File: config.mk
export PLATFORM = sky130hd
export DESIGN_NAME = riscv_muldiv_seq_flat
export DESIGN_NICKNAME = d
export VERILOG_FILES = /design/src/rtl/riscv_muldiv_seq_pkg.sv /design/src/rtl/riscv_muldiv_seq_if.sv /design/src/rtl/riscv_muldiv_seq_div_step.sv /design/src/rtl/riscv_muldiv_seq.sv /design/src/flat_wrapper.sv
export SDC_FILE = /design/constraint.sdc
export NUM_CORES = 1
export LEC_CHECK = 0
export BUFFER_PORTS_ARGS = -buffer_cell sky130_fd_sc_hd__buf_4
export CORE_ASPECT_RATIO = 1.1
export CORE_MARGIN = 1.5
export CORE_UTILIZATION = 35
export DETAILED_ROUTE_END_ITERATION = 10
export PLACE_DENSITY = 0.57
export SETUP_SLACK_MARGIN = 0.5
export SYNTH_ARGS = -nofsm -noshare
export SYNTH_HDL_FRONTEND = slang
export SYNTH_SLANG_ARGS = --single-unit
export TNS_END_PERCENT = 1
File: constraint.sdc
create_clock -name clk -period 8.3 [get_ports clk]
set_input_delay 1.245 -clock clk [delete_from_list [all_inputs] [get_ports clk]]
set_output_delay 1.245 -clock clk [all_outputs]
set_load 0.02 [all_outputs]
File: src/rtl/riscv_muldiv_seq_pkg.sv
// Shared RV32M multiply/divide definitions: funct3/funct7 encodings and sequencer states.
package muldiv_pkg;

    localparam logic [6:0] OPC_OP     = 7'b0110011;
    localparam logic [6:0] F7_MULDIV  = 7'b0000001;

    localparam logic [2:0] F3_MUL     = 3'b000;
    localparam logic [2:0] F3_MULH    = 3'b001;
    localparam logic [2:0] F3_MULHSU  = 3'b010;
    localparam logic [2:0] F3_MULHU   = 3'b011;
    localparam logic [2:0] F3_DIV     = 3'b100;
    localparam logic [2:0] F3_DIVU    = 3'b101;
    localparam logic [2:0] F3_REM     = 3'b110;
    localparam logic [2:0] F3_REMU    = 3'b111;

    typedef enum logic [1:0] {
        S_IDLE = 2'd0,
        S_BUSY = 2'd1,
        S_DONE = 2'd2
    } muldiv_state_e;

endpackage

File: src/rtl/riscv_muldiv_seq_if.sv
// Execute-stage request/response bundle between the pipeline and the mul/div sequencer.
interface riscv_muldiv_seq_if #(
    parameter int unsigned XLEN = 32
);
    logic            start;
    logic [2:0]      funct3;
    logic [XLEN-1:0] op_a;
    logic [XLEN-1:0] op_b;
    logic            flush;
    logic            stall;
    logic            busy;
    logic [XLEN-1:0] result;
    logic            result_valid;

    modport master (
        output start, funct3, op_a, op_b, flush,
        input  stall, busy, result, result_valid
    );

    modport slave (
        input  start, funct3, op_a, op_b, flush,
        output stall, busy, result, result_valid
    );
endinterface

File: src/rtl/riscv_muldiv_seq_div_step.sv
// One restoring-division step on magnitudes: shift in the next dividend bit, subtract if it fits.
module muldiv_div_step #(
    parameter int unsigned XLEN = 32
) (
    input  logic [XLEN-1:0] rem,
    input  logic [XLEN-1:0] quot,
    input  logic [XLEN-1:0] divisor,
    output logic [XLEN-1:0] rem_next,
    output logic [XLEN-1:0] quot_next
);
    logic [XLEN:0] rem_sh;
    logic [XLEN:0] diff;

    assign rem_sh = {rem, quot[XLEN-1]};
    assign diff   = rem_sh - {1'b0, divisor};

    // A clear borrow bit means the shifted remainder was >= divisor.
    always_comb begin
        if (!diff[XLEN]) begin
            rem_next  = diff[XLEN-1:0];
            quot_next = {quot[XLEN-2:0], 1'b1};
        end else begin
            rem_next  = rem_sh[XLEN-1:0];
            quot_next = {quot[XLEN-2:0], 1'b0};
        end
    end
endmodule

File: src/rtl/riscv_muldiv_seq.sv
// Iterative RV32M multiply/divide sequencer for the execute stage.
// Build option MULDIV_FAST_MUL_EN: multiplies complete in one cycle through a full-width product.
module riscv_muldiv_seq
    import muldiv_pkg::*;
#(
    parameter int unsigned XLEN = 32
) (
    input  logic                 clk,
    input  logic                 rst,
    riscv_muldiv_seq_if.slave    bus
);
    localparam int unsigned CNT_W = $clog2(XLEN) + 1;
    localparam int unsigned PW    = 2 * XLEN;

    localparam logic [XLEN-1:0] INT_MIN = {1'b1, {(XLEN-1){1'b0}}};

    muldiv_state_e    state_q, state_d;
    logic [2:0]       f3_q;
    logic             neg_q;
    logic             rneg_q;
    logic [XLEN-1:0]  acc_hi_q;
    logic [XLEN-1:0]  acc_lo_q;
    logic [XLEN-1:0]  opb_q;
    logic [CNT_W-1:0] cnt_q;
    logic [XLEN-1:0]  result_q;
    logic             valid_q;

    logic             load_op;
    logic             iterate;
    logic             load_res;
    logic [XLEN-1:0]  res_d;
    logic             stall_c;

    function automatic logic [XLEN-1:0] mul_pick(input logic [2:0] f3, input logic neg,
                                                 input logic [PW-1:0] prod);
        logic [PW-1:0] p;
        p = neg ? -prod : prod;
        return (f3 == F3_MUL) ? p[XLEN-1:0] : p[PW-1:XLEN];
    endfunction

    // Incoming-op decode: signedness, magnitudes and the early-exit divide cases.
    logic            is_div_in;
    logic            a_signed_in;
    logic            b_signed_in;
    logic            sa_in;
    logic            sb_in;
    logic [XLEN-1:0] a_mag;
    logic [XLEN-1:0] b_mag;
    logic            div_zero;
    logic            div_ovf;
    logic            fast_in;
    logic [XLEN-1:0] fast_val;

    assign is_div_in   = bus.funct3[2];
    assign a_signed_in = is_div_in ? !bus.funct3[0] : (bus.funct3 != F3_MULHU);
    assign b_signed_in = is_div_in ? !bus.funct3[0]
                                   : (bus.funct3 == F3_MUL || bus.funct3 == F3_MULH);
    assign sa_in       = a_signed_in && bus.op_a[XLEN-1];
    assign sb_in       = b_signed_in && bus.op_b[XLEN-1];
    assign a_mag       = sa_in ? -bus.op_a : bus.op_a;
    assign b_mag       = sb_in ? -bus.op_b : bus.op_b;
    assign div_zero    = is_div_in && (bus.op_b == '0);
    assign div_ovf     = is_div_in && b_signed_in && (bus.op_a == INT_MIN) && (bus.op_b == '1);

`ifdef MULDIV_FAST_MUL_EN
    logic [PW-1:0] prod_in;
    assign prod_in = PW'(a_mag) * PW'(b_mag);
    assign fast_in = div_zero || div_ovf || !is_div_in;
`else
    assign fast_in = div_zero || div_ovf;
`endif

    always_comb begin
        fast_val = '0;
        if (div_zero) begin
            fast_val = bus.funct3[1] ? bus.op_a : '1;
        end else if (div_ovf) begin
            fast_val = bus.funct3[1] ? '0 : INT_MIN;
        end
`ifdef MULDIV_FAST_MUL_EN
        else begin
            fast_val = mul_pick(bus.funct3, sa_in ^ sb_in, prod_in);
        end
`endif
    end

    // Iteration datapath: shift-add multiply and shared restoring divide step.
    logic [XLEN:0]   mul_sum;
    logic [XLEN-1:0] div_rem_nx;
    logic [XLEN-1:0] div_quot_nx;
    logic [XLEN-1:0] hi_nx;
    logic [XLEN-1:0] lo_nx;
    logic [XLEN-1:0] final_val;
    logic            cnt_last;

    assign mul_sum = {1'b0, acc_hi_q} + (acc_lo_q[0] ? {1'b0, opb_q} : '0);

    muldiv_div_step #(.XLEN(XLEN)) u_div_step (
        .rem       (acc_hi_q),
        .quot      (acc_lo_q),
        .divisor   (opb_q),
        .rem_next  (div_rem_nx),
        .quot_next (div_quot_nx)
    );

    assign hi_nx = f3_q[2] ? div_rem_nx  : mul_sum[XLEN:1];
    assign lo_nx = f3_q[2] ? div_quot_nx : {mul_sum[0], acc_lo_q[XLEN-1:1]};

    // Sign correction applied to the post-step values so the result is ready in DONE.
    always_comb begin
        if (f3_q[2]) begin
            if (f3_q[1]) final_val = rneg_q ? -hi_nx : hi_nx;
            else         final_val = neg_q  ? -lo_nx : lo_nx;
        end else begin
            final_val = mul_pick(f3_q, neg_q, {hi_nx, lo_nx});
        end
    end

    assign cnt_last = (cnt_q == CNT_W'(XLEN - 1));

    always_comb begin
        state_d  = state_q;
        load_op  = 1'b0;
        iterate  = 1'b0;
        load_res = 1'b0;
        res_d    = result_q;
        stall_c  = 1'b0;
        case (state_q)
            S_IDLE: begin
                if (bus.start && !bus.flush) begin
                    stall_c = 1'b1;
                    load_op = 1'b1;
                    if (fast_in) begin
                        state_d  = S_DONE;
                        load_res = 1'b1;
                        res_d    = fast_val;
                    end else begin
                        state_d  = S_BUSY;
                    end
                end
            end
            S_BUSY: begin
                stall_c = 1'b1;
                if (bus.flush) begin
                    state_d = S_IDLE;
                end else begin
                    iterate = 1'b1;
                    if (cnt_last) begin
                        state_d  = S_DONE;
                        load_res = 1'b1;
                        res_d    = final_val;
                    end
                end
            end
            S_DONE:  state_d = S_IDLE;
            default: state_d = S_IDLE;
        endcase
    end

    always_ff @(posedge clk) begin
        if (rst) begin
            state_q  <= S_IDLE;
            f3_q     <= '0;
            neg_q    <= 1'b0;
            rneg_q   <= 1'b0;
            acc_hi_q <= '0;
            acc_lo_q <= '0;
            opb_q    <= '0;
            cnt_q    <= '0;
            result_q <= '0;
            valid_q  <= 1'b0;
        end else begin
            state_q <= state_d;
            valid_q <= load_res;
            if (load_res) result_q <= res_d;
            if (load_op) begin
                f3_q     <= bus.funct3;
                neg_q    <= sa_in ^ sb_in;
                rneg_q   <= sa_in;
                acc_hi_q <= '0;
                acc_lo_q <= a_mag;
                opb_q    <= b_mag;
                cnt_q    <= '0;
            end else if (iterate) begin
                acc_hi_q <= hi_nx;
                acc_lo_q <= lo_nx;
                cnt_q    <= cnt_q + CNT_W'(1);
            end
        end
    end

    // Stall is combinational so the requesting instruction holds in EX; forced low in reset.
    assign bus.stall        = stall_c && !rst;
    assign bus.busy         = (state_q != S_IDLE);
    assign bus.result       = result_q;
    assign bus.result_valid = valid_q;

endmodule

File: src/flat_wrapper.sv
// flat-port wrapper written by rule: the top's interface ports become plain ports
module riscv_muldiv_seq_flat import muldiv_pkg::*;
#(
    parameter int unsigned XLEN = 32
)
  (clk, rst, bus_start, bus_funct3, bus_op_a, bus_op_b, bus_flush, bus_stall, bus_busy, bus_result, bus_result_valid);
  riscv_muldiv_seq_if #(.XLEN(XLEN)) bus_i ();
  input  logic clk;
  input  logic rst;
  input wire logic [$bits(bus_i.start)-1:0] bus_start;
  input wire logic [$bits(bus_i.funct3)-1:0] bus_funct3;
  input wire logic [$bits(bus_i.op_a)-1:0] bus_op_a;
  input wire logic [$bits(bus_i.op_b)-1:0] bus_op_b;
  input wire logic [$bits(bus_i.flush)-1:0] bus_flush;
  output wire logic [$bits(bus_i.stall)-1:0] bus_stall;
  output wire logic [$bits(bus_i.busy)-1:0] bus_busy;
  output wire logic [$bits(bus_i.result)-1:0] bus_result;
  output wire logic [$bits(bus_i.result_valid)-1:0] bus_result_valid;
  assign bus_i.start = bus_start;
  assign bus_i.funct3 = bus_funct3;
  assign bus_i.op_a = bus_op_a;
  assign bus_i.op_b = bus_op_b;
  assign bus_i.flush = bus_flush;
  assign bus_stall = bus_i.stall;
  assign bus_busy = bus_i.busy;
  assign bus_result = bus_i.result;
  assign bus_result_valid = bus_i.result_valid;
  riscv_muldiv_seq #(.XLEN(XLEN)) u_core (.clk(clk), .rst(rst), .bus(bus_i));
endmodule
==> summary.txt <==
Synth
  • Fraction of registers with async set/reset: 0%
  • EDFF count, synth: 0
  • Mapped Area: 15700 um2
  • Syn avg cell area: just under 7 um2
  • Largest area contributor in the netlist: dfxtp_1
  • Yosys reg bits: 142
  • Synth warn: 0
  • Post-Syn Instances: 2269
  • Netlist cell types: 89
  • Dominant synthesized flop cell: dfxtp_1
  • Post-synthesis sequential area ratio: 18.2%
  • Syn nets: 2412
  • Synth area leaders: dfxtp_1 (18%), a21oi_1 (7.3%), nor2_1 (6.4%)
  • Post-synth top area share: 18.2%

STA
  • Setup_tns: 0 ns
  • RSZ-0062 raised after global routing: false
  • Fin worst setup slack: 1.58 ns
  • Max Fclk: 0.149 GHz
  • Worst slew margin: 19.2%
  • Final min period: 6.72 ns
  • Fin crit share: 80.9%
  • Final setup violation count: 0
  • Final hold viol count: 0
  • Clk_skew: 0.0165 ns
  • Final slew viol count: 0
  • Worst-Margin Slew: between 1 and 1.5 ns

Worst setup path
  • Capturing point of the worst reg2reg path: u_core.bus.result[16]
  • Worst Setup Start Kind: register
  • Crit Path Max Fanout: 9
  • Cells on worst reg2reg path: 24
  • Crit path kind: register to register
  • Crit path arrival time: 7.05 ns
  • FF-to-FF setup slack: between 1.5 and 2 ns
  • R2R Path Start: u_core.acc_lo_q[31]
  • Critical path capture point type: register
  • WP data required: just under 9 ns

Floorplan
  • DIE HEIGHT: ~220 um
  • Row count: 81
  • Die width: 205 um
  • Starting Density: 35.4%
  • Die area: 46000 um2
  • Ports: ~110
  • Core Area: 44300 um2

Route
  • Total wire length: 71800 um
  • DRT iter0 DRCs: 1717
  • Post-DRT Antenna Nets: 0
  • Drt first pass iters: 6
  • Wirelength per Cell: 24.9 um
  • DRC violations left: 0
  • Via/cell ratio: 6.21
  • Total number of vias: approximately 18000

Pwr
  • VDD IR max: around 0.16 mV
  • P_leak: between 6 and 7 nW
  • P per Cell Area: 141 nW/um2
  • Total chip power: roughly 0.0025 W

Finish
  • Final instance area: 17500 um2
  • Footprint of the multi-input gates: 12000 um2
  • FF/Latch Area: 2850 um2
  • Layout cells sized above 1: ~10%
  • Layout overhead on the synthesized area: 12.0%
  • Fin nets: around 2400
  • FILL cells: around 4700

Clock network
  • H-tree depth: 4
  • Clock Latency Late Sink: 0.48 ns
  • Worst-path clk slew: 0.07 ns
  • Cts bufs inserted: 17
  • Hold_buf cts: 0
  • CTS tree: done
  • TritonCTS Sinks: 142
  • Root Buffer: clkbuf_16
  • Cts repair resizes: 0
  • Clock Path Buffers: 2
  • Post-CTS setup buffer count: 0

Global routing
  • Vias in the first global route: 17200
  • Grt total ovfl: 0
  • Total global-route track usage: 31.2%
  • First-pass GRT wire length: 108000 um
  • Antenna violations before repair: 1
  • Largest net degree at the start of global routing: 79

Status
  • Outcome: finished, final reports clean

Run
  • Max-Cap Viols: 0

Place
  • Pre-CTS setup slack: 1.76 ns
  • Post-DP Area: 17000 um2
  • I/O Buffers: 105
  • Placer congestion estimate: 1.01
  • Detailed Place HPWL: ~55000 um

Min path
  • Startpoint of the worst hold path: u_core.bus.result[13]
  • Hold Path Class: register to register
  • Hold Path Sink: u_core.bus.result[13]
  • Cells on Worst Hold Path: 2
[Yosys cell counts (all sizes together) (19+ instances only)]
library cell and instances:
a21o 23, dfxtp 142, clkbuf 103, nand2 239
nand2b 36, a311oi 19, nor4 21, o211ai 30
xor2 69, xnor2 99, buf 38, nand4 38
and2 43, o31ai 24, inv 71, nor2 267
o21ai 165, ha 70, a21oi 228, a31oi 32
nor3 65, or3 25, nand3 39, a211oi 102
mux2i 49
[cells by family (layout without fill, tap and decap cells)]
group           count (synthesis)  in the layout  synth area share [%]
simple gates                  848            848                  25.7
buf+inv                       214            252                  5.35
other cells                     0              1                     0
mux                            60             60                  3.95
flops                         142            142                  18.2
fa+ha+maj                      72             72                  5.85
compound gates                765            765                  31.6
xor+xnor                      168            168                  9.40
[layer usage]
metal  track usage (%)  up-vias  wire length (um)  share of wire (%)
met3              5.72      185              5340                7.4
met1              39.5     8598             29900                 42
met5                 0        -                11              0.015
met2              48.9      794             31900                 44
met4              19.5        2              4600                6.4
li1                  -     8365                 -                  -
[state kept, by name (all words and copies together), names as in the netlist]
register,count
u_core.state_q,2
u_core.neg_q,1
u_core.bus.result,32
u_core.rneg_q,1
u_core.acc_lo_q,32
u_core.f3_q,3
u_core.acc_hi_q,32
u_core.bus.result_valid,1
u_core.cnt_q,6
u_core.opb_q,32
[worst max path at each step]
stage,startpoint,end,slack [ns],cells past startpoint
after floorplan,u_core.acc_lo_q[31],u_core.bus.result[16],2.97,24
after global placement,u_core.acc_lo_q[31],u_core.bus.result[16],2.04,24
after global routing,u_core.acc_lo_q[31],u_core.bus.result[16],1.09,24
after detailed placement,u_core.acc_lo_q[31],u_core.bus.result[16],1.76,24
after CTS,u_core.acc_lo_q[31],u_core.bus.result[16],1.72,24
final,u_core.acc_lo_q[31],u_core.bus.result[16],1.58,24
[power breakdown]
group          internal (W)  total [W]  leakage [nW]  switching [W]
Clock              0.000449   0.000800         0.270       0.000351
Sequential         0.000710   0.000745          1.16      0.0000358
Combinational      0.000305   0.000921          5.01       0.000616
[critical path, stage by stage (launching register included)]
cell and delay, ns:
dfxtp_1 0.39, inv_1 0.08, ha_1 0.19, inv_1 0.07
fa_1 0.23, a211oi_1 0.11, o211ai_1 0.58, nand4_1 0.30
a211o_1 0.37, a21oi_2 0.19, nor3_2 0.15, a21oi_1 0.22
ha_1 0.20, nand2_1 0.08, or3_1 0.50, or2_1 0.31
nand4b_1 0.36, nor3_2 0.57, nand2_1 0.18, nor3_2 0.23
nand3_1 0.12, mux2_1 0.35, o311a_1 0.33, a2111oi_0 0.38
nor3_1 0.08
[metrics by stage]
stage          hold slack (ns)  utilization (%)  cells
3_3_place_gp             0.430             38.3   2856
5_1_grt                  0.466             39.6   2888
2_1_floorplan            0.440                -   2269
6_report                 0.450             39.6   2889
4_1_cts                  0.453             39.6   2888
3_5_place_dp             0.445             38.3   2856
[layout by cell type, fill, tap and decap left out, drive strengths merged, types with 23 or more instances in the layout]
cell type  count
a21oi        228
nor3          65
o211ai        30
nand4         38
a211oi       102
o21ai        165
buf          147
dfxtp        142
ha            70
xnor2         99
xor2          69
a31oi         32
nand2b        36
nand3         39
o31ai         24
and2          43
or3           25
nand2        239
nor2         267
inv           71
a21o          23
mux2i         49
[layout make-up]
| type | instances | share of cell area, % |
|---|---|---|
| Timing Repair Buffer | 147 | 6.30 |
| Sequential cell | 142 | 16.2 |
| Tap cell | 581 | 4.15 |
| Clock inverter | 10 | 0.657 |
| Clock buffer | 22 | 2.59 |
| Antenna cell | 1 | 0.0143 |
| Multi-Input combinational cell | 1913 | 68.5 |
| Inverter | 73 | 1.56 |
No activity file was read; power rests on OpenSTA's default activity.
